### src/rtl/sdram_arbit.sv
// sdram_arbit - command arbiter of the SDRAM interface.
// Grants the SDRAM to one of the init / auto-refresh / write / read sub-blocks
// at a time (fixed priority refresh > write > read), returns the start
// handshake to the winner and muxes the winner's command, bank and address
// onto the SDRAM pins.
// Ports:
//   i_sysclk, i_sysrst_n          clock, asynchronous active-low reset
//   i_init_*                      init sub-block: done level and command bus
//   i_refresh_*/i_write_*/i_read_* request level, done pulse, command bus
//   i_write_data/_en              write data and its valid
//   o_*_start                     grant, high for the whole granted state
//   o_sdram_*                     SDRAM pins (cke, command, bank, addr, DQ drive)
//   o_arbit_error                 sticky timeout flag
module sdram_arbit #(
  parameter logic [9:0] TIMEOUT_MAX = 10'd1023,
  parameter logic [3:0] NOP_CMD     = 4'b0111
) (
  input  logic        i_sysclk,
  input  logic        i_sysrst_n,
  input  logic        i_init_done,
  input  logic [3:0]  i_init_cmd,
  input  logic [1:0]  i_init_ba,
  input  logic [12:0] i_init_addr,
  input  logic        i_refresh_request,
  input  logic [3:0]  i_refresh_cmd,
  input  logic [1:0]  i_refresh_ba,
  input  logic [12:0] i_refresh_addr,
  input  logic        i_refresh_done,
  input  logic        i_write_request,
  input  logic        i_write_done,
  input  logic [3:0]  i_write_cmd,
  input  logic [1:0]  i_write_ba,
  input  logic [12:0] i_write_addr,
  input  logic [15:0] i_write_data,
  input  logic        i_write_data_en,
  input  logic        i_read_request,
  input  logic        i_read_done,
  input  logic [3:0]  i_read_cmd,
  input  logic [1:0]  i_read_ba,
  input  logic [12:0] i_read_addr,
  output logic        o_refresh_start,
  output logic        o_write_start,
  output logic        o_read_start,
  output logic        o_sdram_cke,
  output logic        o_sdram_cs_n,
  output logic        o_sdram_ras_n,
  output logic        o_sdram_cas_n,
  output logic        o_sdram_we_n,
  output logic [1:0]  o_sdram_ba,
  output logic [12:0] o_sdram_addr,
  output logic        o_sdram_dq_oe,
  output logic [15:0] o_sdram_dq_out,
  output logic        o_arbit_error
);

  localparam logic [2:0] INIT  = 3'd0;
  localparam logic [2:0] ARBIT = 3'd1;
  localparam logic [2:0] AREF  = 3'd2;
  localparam logic [2:0] WRITE = 3'd3;
  localparam logic [2:0] READ  = 3'd4;

  logic [2:0] state_q, state_d;
  logic [9:0] cnt_q, cnt_d;
  logic       err_q, err_d;
  logic       op_done;
  logic       timeout;

  // Only the done pulse of the currently granted block counts.
  assign op_done = ((state_q == AREF)  & i_refresh_done) |
                   ((state_q == WRITE) & i_write_done)   |
                   ((state_q == READ)  & i_read_done);
  assign timeout = (cnt_q == TIMEOUT_MAX);

  always_comb begin
    state_d = state_q;
    cnt_d   = '0;
    err_d   = err_q;
    case (state_q)
      INIT: begin
        if (i_init_done) state_d = ARBIT;
      end
      ARBIT: begin
        if (i_refresh_request)    state_d = AREF;
        else if (i_write_request) state_d = WRITE;
        else if (i_read_request)  state_d = READ;
      end
      AREF, WRITE, READ: begin
        if (timeout) err_d = 1'b1;
        if (op_done || timeout) state_d = ARBIT;
        else                    cnt_d   = cnt_q + 10'd1;
      end
      default: state_d = ARBIT;
    endcase
  end

  always_ff @(posedge i_sysclk or negedge i_sysrst_n) begin
    if (!i_sysrst_n) begin
      state_q <= INIT;
      cnt_q   <= '0;
      err_q   <= 1'b0;
    end else begin
      state_q <= state_d;
      cnt_q   <= cnt_d;
      err_q   <= err_d;
    end
  end

  assign o_refresh_start = (state_q == AREF);
  assign o_write_start   = (state_q == WRITE);
  assign o_read_start    = (state_q == READ);
  assign o_arbit_error   = err_q;

  // Reset feeds the pin mux directly so the bus shows NOP while reset is held.
  logic [3:0]  cmd;
  logic [1:0]  ba;
  logic [12:0] addr;

  always_comb begin
    cmd  = NOP_CMD;
    ba   = 2'b11;
    addr = 13'h1fff;
    if (i_sysrst_n) begin
      case (state_q)
        INIT: begin
          cmd  = i_init_cmd;
          ba   = i_init_ba;
          addr = i_init_addr;
        end
        AREF: begin
          cmd  = i_refresh_cmd;
          ba   = i_refresh_ba;
          addr = i_refresh_addr;
        end
        WRITE: begin
          cmd  = i_write_cmd;
          ba   = i_write_ba;
          addr = i_write_addr;
        end
        READ: begin
          cmd  = i_read_cmd;
          ba   = i_read_ba;
          addr = i_read_addr;
        end
        default: ;
      endcase
    end
  end

  assign {o_sdram_cs_n, o_sdram_ras_n, o_sdram_cas_n, o_sdram_we_n} = cmd;
  assign o_sdram_ba     = ba;
  assign o_sdram_addr   = addr;
  assign o_sdram_cke    = i_sysrst_n;
  assign o_sdram_dq_oe  = (state_q == WRITE) & i_write_data_en;
  assign o_sdram_dq_out = o_sdram_dq_oe ? i_write_data : 16'h0000;

endmodule
### config.mk
export PLATFORM = sky130hd
export DESIGN_NAME = sdram_arbit
export DESIGN_NICKNAME = d
export VERILOG_FILES = /design/src/rtl/sdram_arbit.sv
export SDC_FILE = /design/constraint.sdc
export NUM_CORES = 1
export LEC_CHECK = 0
export ABC_AREA = 1
export BUFFER_PORTS_ARGS = -buffer_cell sky130_fd_sc_hd__buf_4
export CAP_MARGIN = 20
export CORE_MARGIN = 4
export CORE_UTILIZATION = 39
export DETAILED_ROUTE_END_ITERATION = 6
export PLACE_DENSITY = 0.91
export SYNTH_ARGS = -nofsm -noshare
export SYNTH_HDL_FRONTEND = slang
export SYNTH_SLANG_ARGS = --single-unit
### constraint.sdc
create_clock -name i_sysclk -period 2.5 [get_ports i_sysclk]
set_input_delay 0.125 -clock i_sysclk [delete_from_list [all_inputs] [get_ports i_sysclk]]
set_output_delay 0.125 -clock i_sysclk [all_outputs]
set_load 0.01 [all_outputs]
==> metrics.txt <==
CTS root buf=clkbuf_8; Die Footprint=~4800 um2; area grow syn2layout=74.64%; maximum clock insertion buffer count=2; largest net degree at the start of global routing=22; CP bufs+invs=2; Final Hold Fails=0; grt ovf=0; Post-route DRC=0; CP Cell Sequence=nor2_4 > nand2_2 > inv_1 > nand2_1 > a31oi_1 > buf_4; register area share after synthesis=23.99%; Vias/cell=4.820; First DRT Iteration DRCs=182; length of the first detailed-routing pass in iterations=4; vias in the first global route=2004; initial antenna violation count=0; area share of the largest cell type after synthesis=23.99%; Via Count=2034; overall power=1875 uW; worst rel slew slack=57.59%; unrepaired setup endpoints after global routing=false; Pwr Density=735.2 nW/um2; Worst setup SP type=register; fin crit share=82.65%; layout cell share with drive strength beyond 1=44.95%; Syn Nets=344; dpl ws=0.7167 ns; Setup Fix Bufs, Post-CTS=0; # placed instances=418; final layout net count=481; Worst Hold End=state_q[0]; Max-Cap Viols=0; worst hold path depth=4; Max Clock Freq=484.0 MHz; Worst-Skew Late Latency=between 0.2 and 0.25 ns; Final Non-Filler Cells=422; Worst-Margin Slew=between 0.6 and 0.7 ns; arrival time worst endpoint=1.94 ns; Hold/Removal Path Class=in -> reg; Final Slew Violations=0; global-route wire length before repair=~10000 um; Reg clk slew, reported paths=0.05 ns; Post-Syn Instances=241; worst-path maximum fanout=20; WS Path Type=reg -> out; synth unique cells=25; per-cell routed wire length=15.20 um; slowest cell on the critical path=inv_1; leading post-synthesis cells by cell area=dfrtp_1 24%, nand2_1 21%, nand4_1 8.6%; row count=21; Syn Std Cell Area=1460 um2; Worst Hold Launch=i_refresh_request; worst flop-to-flop path startpoint=cnt_q[0]; cell taking the most area after synthesis=dfrtp_1; Leak Pwr=approximately 0.0014 uW; CTS Buf Count=3; ANT cells=0; Synth warnings=0; CTS sink count=14; slowest stage delay, CP=roughly 0.48 ns; PortBufs=between 100 and 150; die height=69.19 um; Die X=69.19 um; status=finished clean; CTS resizes=0; final worst setup slack=0.4338 ns; Avg Cell Area, Syn=6.059 um2; crit-path leading delay family=buffers and inverters; io pins=143; Critical Path End Type=primary output; worst endpoint required time=2.38 ns; final setup fails=0; Peak VDD IR=around 0.48 mV; GPL Wtd Cong=1.000; Initial Utilization=a little over two fifths; clk_skew=0.001408 ns; ANT nets after route=0; CTS tree=yes; FF-to-FF End=state_q[2]; fin util=about three quarters; min Tclk post-route=2.066 ns; total length of routed wires=about 6400 um; Worst R2R Setup Slack=~0.70 ns; fillers=between 200 and 300; H-Tree Depth=1; placed wire-length estimate=5155 um; GRT Util Overall=25.63%; core area=3468 um2; Hold Buf Count CTS=1; reg2reg path depth=8; setup TNS=0 ns; #FFs+latches synth=14
worst max-delay path by stage:
stage,startpoint,endpoint,slack [ns],cells past startpoint
6_report,state_q[1],o_sdram_cs_n,0.43,6
3_5_place_dp,state_q[1],o_sdram_dq_out[0],0.72,7
2_1_floorplan,cnt_q[0],cnt_q[8],1.12,7
3_3_place_gp,state_q[1],o_sdram_dq_out[14],0.76,7
5_1_grt,state_q[1],o_sdram_dq_out[0],0.27,7
4_1_cts,state_q[1],o_sdram_dq_out[0],0.45,7
synthesized netlist by cell type:
cell type,instances
nand4_1,20
o21bai_1,2
nor3_4,1
buf_6,4
a31oi_1,1
xor2_1,3
nor2_2,8
nor3_2,2
xnor2_1,1
inv_2,4
buf_4,2
a21oi_1,20
dfrtp_1,14
nand2_1,80
or2_2,1
nand3_1,7
buf_2,5
nand2_2,5
ha_1,1
nor2_1,26
o21ai_0,1
inv_1,29
nor4_1,1
o21ai_4,1
nor2_4,2
cells in the final DEF, fill, tap and decap left out, types with 3 or more instances in the layout:
master    count
buf_4       142
nand2_1      80
inv_1        29
nor2_1       26
a21oi_1      20
nand4_1      20
dfrtp_1      14
nor2_2        8
nand3_1       7
nand2_2       5
inv_2         4
xor2_1        3
clkbuf_8      3
cell type report:
type | count | area (um2) | area share, %
inverters | 33 | 123.9 | 4.858
repair buffers | 143 | 1076 | 42.20
multi-input cells | 183 | 900.9 | 35.33
well taps | 46 | 57.56 | 2.257
clock buffers | 3 | 41.29 | 1.619
flip-flops and latches | 14 | 350.3 | 13.74
power breakdown:
| part | internal [uW] | switching (uW) | total [uW] |
|---|---|---|---|
| registers | 265 | 55.2 | 320 |
| clock network | 106 | 69.5 | 176 |
| logic | 560 | 820 | 1380 |
| total | 931 | 944 | 1870 |
flip-flops by register name, summed over array words and instances, names as in the netlist:
signal	cells
state_q	3
cnt_q	10
o_arbit_error	1
worst min-delay path, delay by kind of cell:
kind | cells | cell delay (ns)
AOI/OAI and AO/OA | 1 | 0.07
and+or+nand+nor | 2 | 0.15
buffers and inverters | 1 | 0.08
routing by layer:
metal	global-route usage, %	share of wire, %	vias to the layer above
met5	0	0	-
met4	9.111	2.7	0
met3	6.087	8.4	12
met2	44.81	51	108
met1	30.32	38	880
li1	-	-	1034
per-stage QoR:
stage	area, um2	hold WS, ns
3_3_place_gp	2499	-0.008934
3_5_place_dp	2499	-0.005964
4_1_cts	2550	0.2210
6_report	2550	0.2223
2_1_floorplan	1460	-0.1706
5_1_grt	2550	0.2469
cell families (layout without fill, tap and decap cells):
group           count (synthesis)  in the layout  synth area share, %
fa+ha+maj                       1              1               0.8568
compound gates                 25             25                9.769
xor+xnor                        4              4                2.400
simple gates                  153            153                48.67
flops                          14             14                23.99
buf+inv                        44            179                14.31
Note: power is estimated with default switching activity, not from simulation.
